===== src/rtl/mips_ctrl_fsm_pkg.sv =====
`default_nettype none
// ============================================================================
// Module   : mips_ctrl_fsm_pkg
// Purpose  : Shared definitions for the multicycle MIPS control FSM:
//            opcode and funct constants, 4-bit state encodings, ALU
//            operation selectors, alucont codes, the control-word struct,
//            and the state-to-control / next-state helper functions.
// Revision : 1.0 - initial release
// ============================================================================
package mips_ctrl_fsm_pkg;

   // Opcodes (instr[31:26])
   localparam logic [5:0] c_OP_RTYPE = 6'b000000;
   localparam logic [5:0] c_OP_J     = 6'b000010;
   localparam logic [5:0] c_OP_BEQ   = 6'b000100;
   localparam logic [5:0] c_OP_ADDI  = 6'b001000;
   localparam logic [5:0] c_OP_LB    = 6'b100000;
   localparam logic [5:0] c_OP_SB    = 6'b101000;

   // R-type function codes (instr[5:0])
   localparam logic [5:0] c_FN_ADD = 6'b100000;
   localparam logic [5:0] c_FN_SUB = 6'b100010;
   localparam logic [5:0] c_FN_AND = 6'b100100;
   localparam logic [5:0] c_FN_OR  = 6'b100101;
   localparam logic [5:0] c_FN_SLT = 6'b101010;

   // alucont codes presented to the datapath ALU
   localparam logic [2:0] c_ALU_AND = 3'b000;
   localparam logic [2:0] c_ALU_OR  = 3'b001;
   localparam logic [2:0] c_ALU_ADD = 3'b010;
   localparam logic [2:0] c_ALU_SUB = 3'b110;
   localparam logic [2:0] c_ALU_SLT = 3'b111;

   // FSM state encodings; 4'hF is unused and recovers to S_FETCH1
   typedef enum logic [3:0] {
      S_FETCH1  = 4'd0,
      S_FETCH2  = 4'd1,
      S_FETCH3  = 4'd2,
      S_FETCH4  = 4'd3,
      S_DECODE  = 4'd4,
      S_MEMADR  = 4'd5,
      S_LBRD    = 4'd6,
      S_LBWR    = 4'd7,
      S_SBWR    = 4'd8,
      S_RTYPEEX = 4'd9,
      S_RTYPEWR = 4'd10,
      S_BEQEX   = 4'd11,
      S_JEX     = 4'd12,
      S_ADDIEX  = 4'd13,
      S_ADDIWR  = 4'd14
   } state_t;

   // ALU operation requested by the current state
   typedef enum logic [1:0] {
      ALUOP_ADD   = 2'b00,
      ALUOP_SUB   = 2'b01,
      ALUOP_FUNCT = 2'b10
   } aluop_t;

   // Per-state control word (everything except pcen and alucont)
   typedef struct packed {
      logic       alusrca;
      logic       memtoreg;
      logic       iord;
      logic       pcwrite;
      logic       pcwritecond;
      logic       regwrite;
      logic       regdst;
      logic [1:0] pcsource;
      logic [1:0] alusrcb;
      logic [3:0] irwrite;
      aluop_t     aluop;
      logic       memread;
      logic       memwrite;
      logic       done;
   } ctrl_t;

   // Moore decode: control word presented while the FSM sits in state s
   function automatic ctrl_t state_decode(input state_t s);
      ctrl_t c;
      c       = '0;
      c.aluop = ALUOP_ADD;
      case (s)
         S_FETCH1, S_FETCH2, S_FETCH3, S_FETCH4: begin
            c.memread = 1'b1;
            c.alusrcb = 2'b01;
            c.pcwrite = 1'b1;
            case (s)
               S_FETCH1: c.irwrite = 4'b0001;
               S_FETCH2: c.irwrite = 4'b0010;
               S_FETCH3: c.irwrite = 4'b0100;
               default:  c.irwrite = 4'b1000;
            endcase
         end
         S_DECODE: begin
            // precompute the branch target into aluout
            c.alusrcb = 2'b11;
         end
         S_MEMADR, S_ADDIEX: begin
            c.alusrca = 1'b1;
            c.alusrcb = 2'b10;
         end
         S_LBRD: begin
            c.memread = 1'b1;
            c.iord    = 1'b1;
         end
         S_LBWR: begin
            c.regwrite = 1'b1;
            c.memtoreg = 1'b1;
            c.done     = 1'b1;
         end
         S_SBWR: begin
            c.memwrite = 1'b1;
            c.iord     = 1'b1;
            c.done     = 1'b1;
         end
         S_RTYPEEX: begin
            c.alusrca = 1'b1;
            c.aluop   = ALUOP_FUNCT;
         end
         S_RTYPEWR: begin
            c.regwrite = 1'b1;
            c.regdst   = 1'b1;
            c.done     = 1'b1;
         end
         S_ADDIWR: begin
            c.regwrite = 1'b1;
            c.done     = 1'b1;
         end
         S_BEQEX: begin
            c.alusrca     = 1'b1;
            c.aluop       = ALUOP_SUB;
            c.pcsource    = 2'b01;
            c.pcwritecond = 1'b1;
            c.done        = 1'b1;
         end
         S_JEX: begin
            c.pcsource = 2'b10;
            c.pcwrite  = 1'b1;
            c.done     = 1'b1;
         end
         default: c = '0;
      endcase
      return c;
   endfunction

   // Next-state function
   function automatic state_t next_state(input state_t s, input logic [5:0] op);
      state_t n;
      n = S_FETCH1;
      case (s)
         S_FETCH1:  n = S_FETCH2;
         S_FETCH2:  n = S_FETCH3;
         S_FETCH3:  n = S_FETCH4;
         S_FETCH4:  n = S_DECODE;
         S_DECODE: begin
            case (op)
               c_OP_LB, c_OP_SB: n = S_MEMADR;
               c_OP_RTYPE:       n = S_RTYPEEX;
               c_OP_BEQ:         n = S_BEQEX;
               c_OP_J:           n = S_JEX;
               c_OP_ADDI:        n = S_ADDIEX;
               default:          n = S_FETCH1;
            endcase
         end
         S_MEMADR:  n = (op == c_OP_LB) ? S_LBRD : S_SBWR;
         S_LBRD:    n = S_LBWR;
         S_RTYPEEX: n = S_RTYPEWR;
         S_ADDIEX:  n = S_ADDIWR;
         default:   n = S_FETCH1;
      endcase
      return n;
   endfunction

endpackage
`default_nettype wire


===== src/rtl/mips_ctrl_fsm_alu_decoder.sv =====
`default_nettype none
// ============================================================================
// Module   : alu_decoder
// Purpose  : Combinational map from the requested ALU operation (and the
//            R-type funct field) to the 3-bit alucont code.
// Ports    : i_aluop   - operation requested by the FSM state
//            i_funct   - instr[5:0], used only for function-decoded ops
//            o_alucont - ALU control code
// Revision : 1.0 - initial release
// ============================================================================
module alu_decoder
   import mips_ctrl_fsm_pkg::*;
(
   input  aluop_t     i_aluop,
   input  logic [5:0] i_funct,
   output logic [2:0] o_alucont
);

   always_comb begin
      o_alucont = c_ALU_ADD;
      case (i_aluop)
         ALUOP_ADD: o_alucont = c_ALU_ADD;
         ALUOP_SUB: o_alucont = c_ALU_SUB;
         ALUOP_FUNCT: begin
            case (i_funct)
               c_FN_ADD: o_alucont = c_ALU_ADD;
               c_FN_SUB: o_alucont = c_ALU_SUB;
               c_FN_AND: o_alucont = c_ALU_AND;
               c_FN_OR:  o_alucont = c_ALU_OR;
               c_FN_SLT: o_alucont = c_ALU_SLT;
               default:  o_alucont = c_ALU_ADD;
            endcase
         end
         default: o_alucont = c_ALU_ADD;
      endcase
   end

endmodule
`default_nettype wire


===== src/rtl/mips_ctrl_fsm.sv =====
`default_nettype none
// ============================================================================
// Module   : mips_ctrl_fsm
// Purpose  : Moore control FSM for a multicycle MIPS subset (lb, sb,
//            R-type, beq, j, addi) with a 4-byte serial instruction fetch.
// Ports    : clk, reset (async, active-low)
//            op, funct, zero           - from the datapath
//            alusrca, memtoreg, iord, pcen, regwrite, regdst,
//            pcsource, alusrcb, irwrite, alucont - datapath controls
//            memread, memwrite         - byte-memory strobes
//            done                      - pulse in each instruction's last state
// Revision : 1.0 - initial release
// ============================================================================
module mips_ctrl_fsm
   import mips_ctrl_fsm_pkg::*;
(
   input  logic       clk,
   input  logic       reset,
   input  logic [5:0] op,
   input  logic [5:0] funct,
   input  logic       zero,
   output logic       alusrca,
   output logic       memtoreg,
   output logic       iord,
   output logic       pcen,
   output logic       regwrite,
   output logic       regdst,
   output logic [1:0] pcsource,
   output logic [1:0] alusrcb,
   output logic [3:0] irwrite,
   output logic [2:0] alucont,
   output logic       memread,
   output logic       memwrite,
   output logic       done
);

   state_t r_state;
   ctrl_t  r_ctrl;
   state_t w_next;

   assign w_next = next_state(r_state, op);

   // The control word is registered alongside the state, decoded from the
   // next state, so outputs are glitch-free and always equal the decode of
   // r_state. Reset loads the FETCH1 decode so outputs are valid in reset.
   always_ff @(posedge clk or negedge reset) begin
      if (!reset) begin
         r_state <= S_FETCH1;
         r_ctrl  <= state_decode(S_FETCH1);
      end else begin
         r_state <= w_next;
         r_ctrl  <= state_decode(w_next);
      end
   end

   alu_decoder u_alu_decoder (
      .i_aluop   (r_ctrl.aluop),
      .i_funct   (funct),
      .o_alucont (alucont)
   );

   // Branch-taken write of the PC depends on the live zero flag
   assign pcen     = r_ctrl.pcwrite | (r_ctrl.pcwritecond & zero);

   assign alusrca  = r_ctrl.alusrca;
   assign memtoreg = r_ctrl.memtoreg;
   assign iord     = r_ctrl.iord;
   assign regwrite = r_ctrl.regwrite;
   assign regdst   = r_ctrl.regdst;
   assign pcsource = r_ctrl.pcsource;
   assign alusrcb  = r_ctrl.alusrcb;
   assign irwrite  = r_ctrl.irwrite;
   assign memread  = r_ctrl.memread;
   assign memwrite = r_ctrl.memwrite;
   assign done     = r_ctrl.done;

endmodule
`default_nettype wire


===== config.mk =====
export PLATFORM = sky130hd
export DESIGN_NAME = mips_ctrl_fsm
export DESIGN_NICKNAME = d
export VERILOG_FILES = /design/src/rtl/mips_ctrl_fsm_pkg.sv /design/src/rtl/mips_ctrl_fsm_alu_decoder.sv /design/src/rtl/mips_ctrl_fsm.sv
export SDC_FILE = /design/constraint.sdc
export NUM_CORES = 1
export LEC_CHECK = 0
export CELL_PAD_IN_SITES_DETAIL_PLACEMENT = 2
export CELL_PAD_IN_SITES_GLOBAL_PLACEMENT = 2
export CORE_MARGIN = 2
export CORE_UTILIZATION = 31
export DETAILED_ROUTE_END_ITERATION = 12
export GPL_TIMING_DRIVEN = 0
export HOLD_SLACK_MARGIN = 0.12
export PLACE_DENSITY_LB_ADDON = 0.25
export SLEW_MARGIN = 20
export SYNTH_ARGS = -nofsm -noshare
export SYNTH_HDL_FRONTEND = slang
export SYNTH_SLANG_ARGS = --single-unit

===== constraint.sdc =====
create_clock -name clk -period 3.1 [get_ports clk]
set_input_delay 0.62 -clock clk [delete_from_list [all_inputs] [get_ports clk]]
set_output_delay 0.62 -clock clk [all_outputs]
set_load 0.01 [all_outputs]

==> impl_metrics.py <==
metrics = {
    "synth": {
        "yosysUniqueCellTypes": 39,
        "netlist_instances": 110,
        "synth_top_family_by_area": "simple AND/OR/NAND/NOR gates",
        "synth-simple-area-share_pct": 26.5,
        "yosysMostFrequentCell": "dfrtp_1",
        "synth_xor_area_share_pct": 1.48,
        "synthFlopType": "dfrtp_1",
        "avgSynthCellArea_um2": 10.7,
        "syn_nets": 127,
        "synth_edf_count": 0,
        "synth_largest_area_cell": "dfrtp_1",
        "synth_commonest_cells": "dfrtp_1, buf_4, nor2_1, inv_1, nand2b_1",
        "yosys_register_bits": 22,
        "async_reset_ff_share_pct": 100,
        "netlist_area_mm2": 0.00118,
        "muxShareOfSynthArea_pct": 1.69,
        "synth_adder_area_share_pct": 2.96,
        "synth_area_leaders": "dfrtp_1, dfstp_2, buf_4",
        "synth_compound_area_share_pct": 10.7,
        "synth_seq_area_share_pct": 47.0,
        "synth_top_area_share_pct": 38.1,
        "yosysWarnings": 0,
    },
    "finish": {
        "drive_above_1_share_pct": 20.3,
        "diodes": 0,
        "syn_to_final_growth_pct": 39.9,
        "seqCellArea_um2": 556,
        "n_fill_cell": 388,
        "multiInputGateArea_um2": 512,
        "final_nets": 166,
        "fin_area_mm2": 0.00165,
    },
    "cts": {
        "cts_resized": 0,
        "htreeDepth": 1,
        "clock_latency_ps": 260,
        "post_cts_buffers": 0,
        "cts_sinks": 22,
        "cts_buffer_depth": 2,
        "cts_tree": "done",
        "cts_hold_buf": 0,
        "cts_buffers": 3,
        "cts_root_buf": "clkbuf_8",
        "clk_pin_slew_ps": 80,
    },
    "global_routing": {
        "antenna_found_initial": 0,
        "grt_pass1_wl_mm": 4.57,
        "gr-total-overflow": 0,
        "grt_max_degree": 23,
        "grt_pass1_vias": 1000,
        "grt_usage_pct": 14.1,
    },
    "routing": {
        "wl_per_cell_um": 14.0,
        "drt-total-wl_mm": 2.75,
        "viasPerCell": 4.79,
        "dr.pass1.iters": 4,
        "drc": 0,
        "num_vias": 939,
        "drt_iter0_drc": 21,
        "ant_nets": 0,
    },
    "place": {
        "post-dp-hpwl_mm": 2.14,
        "dpl_cell_area_mm2": 0.00158,
        "finalWeightedCongestion": 0.829,
        "port_buffers": 34,
    },
    "sta": {
        "fmax_mhz": 340,
        "slew_viol_final": 0,
        "setup_viol": 0,
        "finalHoldWorstSlack_ps": 576,
        "fin_tns_setup_ps": 0,
        "hold_viol_final": 0,
        "worst_pin_slew_ps": 953,
        "relSlewSlack_pct": 36.3,
        "rsz0062_at_grt": "false",
        "layout_min_cycle_time_ps": 2940,
        "fin_crit_sh_pct": 94.9,
        "fin_skew_ps": 3.93,
    },
    "floorplan": {
        "die_w_um": 65.8,
        "core_area_mm2": 0.00366,
        "ioPinCount": 35,
        "start_util_pct": 32.3,
        "die_h_um": 65.8,
        "die_area_mm2": 0.00432,
        "num_rows": 22,
    },
    "worst_setup_path": {
        "worst-setup-path-type": "in2out",
        "cp_max_fo": 2,
        "worst_r2r_endpoint": "done",
        "r2r_slack_ps": 1110,
        "cp-endpoint": "alucont[1]",
        "rr_worst_depth": 6,
        "cp.required_ps": 2480,
        "reg2reg_from": "r_state[3]",
        "end_kind": "output port",
        "worstPathArrival_ps": 2320,
        "critPathLaunchType": "input pin",
        "cp-startpoint": "funct[0]",
    },
    "power_and_ir_drop": {
        "max-vdd-ir-drop_mv": 0.310,
        "power_density_mw_per_mm2": 813,
        "p_leak_nw": 0.719,
        "fin_total_pwr_mw": 1.34,
    },
    "worst_hold_path": {
        "hold_path.class": "reg2reg",
        "whs_path_depth": 2,
    },
    "job": {
        "cap_violations": 0,
    },
    "outcome": {
        "status": "finished, final reports clean",
    },
}
## metal layers
metal | vias up | GRT usage [%] | wire (um)
met5 | - | 0 | 0
met4 | 0 | 6.25 | 53
met3 | 5 | 2.57 | 129
met2 | 28 | 26.1 | 1440
met1 | 460 | 15.5 | 1120
li1 | 446 | - | -
## layout by cell type (no fill, tap or decap), types with 3 or more instances in the layout
cell type         n
nor3_1            3
dfstp_2           4
clkdlybuf4s50_1  34
nor2_1            9
inv_1             7
nand2_1           5
nor2b_1           3
nand2b_1          7
a21oi_1           4
dfrtp_1          18
buf_4             9
clkbuf_8          3
## kinds of logic after synthesis
group | count (synthesis)
flops | 22
fa+ha+maj | 3
buf+inv | 19
mux | 2
simple gates | 46
xor+xnor | 2
compound gates | 16
## power by group
part           internal [mW]  leakage (nW)  total [mW]  switching [mW]
Combinational          0.339         0.400       0.664           0.325
Sequential             0.390         0.284       0.419          0.0295
Clock                  0.172        0.0357       0.261          0.0886
Total                  0.901         0.719        1.34           0.443
## registers in the layout, indices dropped and copies added, names as in the netlist, 2 cells and up
name     cells
alusrcb      2
r_state      4
irwrite      4
r_ctrl       3
## how the worst min path moves through the flow
stage	slack, ps	to	startpoint
after floorplan	320	alusrca	reset
after global placement	560	r_ctrl[15]	r_state[0]
after detailed placement	560	r_ctrl[15]	r_state[0]
after CTS	580	r_ctrl[15]	r_state[0]
after global routing	590	r_ctrl[15]	r_state[0]
final	580	r_ctrl[15]	r_state[0]
## worst max-delay path, stage by stage
cell and delay [ps]:
clkdlybuf4s50_1 430, nand2b_1 150, nor4_1 360, nor2_1 100, o211ai_1 110, clkdlybuf4s50_1 560
## final cells by class
class,instances,area share [%]
Sequential cell,22,33.6
Multi-Input combinational cell,69,30.9
Timing Repair Buffer,34,20.6
Buffer,12,5.37
Tap cell,48,3.63
Clock buffer,3,2.50
Clock inverter,1,1.82
Inverter,7,1.59
## metrics by stage
step	setup slack (ps)	std cells	utilization (%)
floorplan	1140	110	-
global placement	201	192	43.2
detailed placement	113	192	43.2
CTS	103	196	45.2
global route	21.6	196	45.2
finish	157	196	45.2
Note: power is estimated with default switching activity, not from simulation.
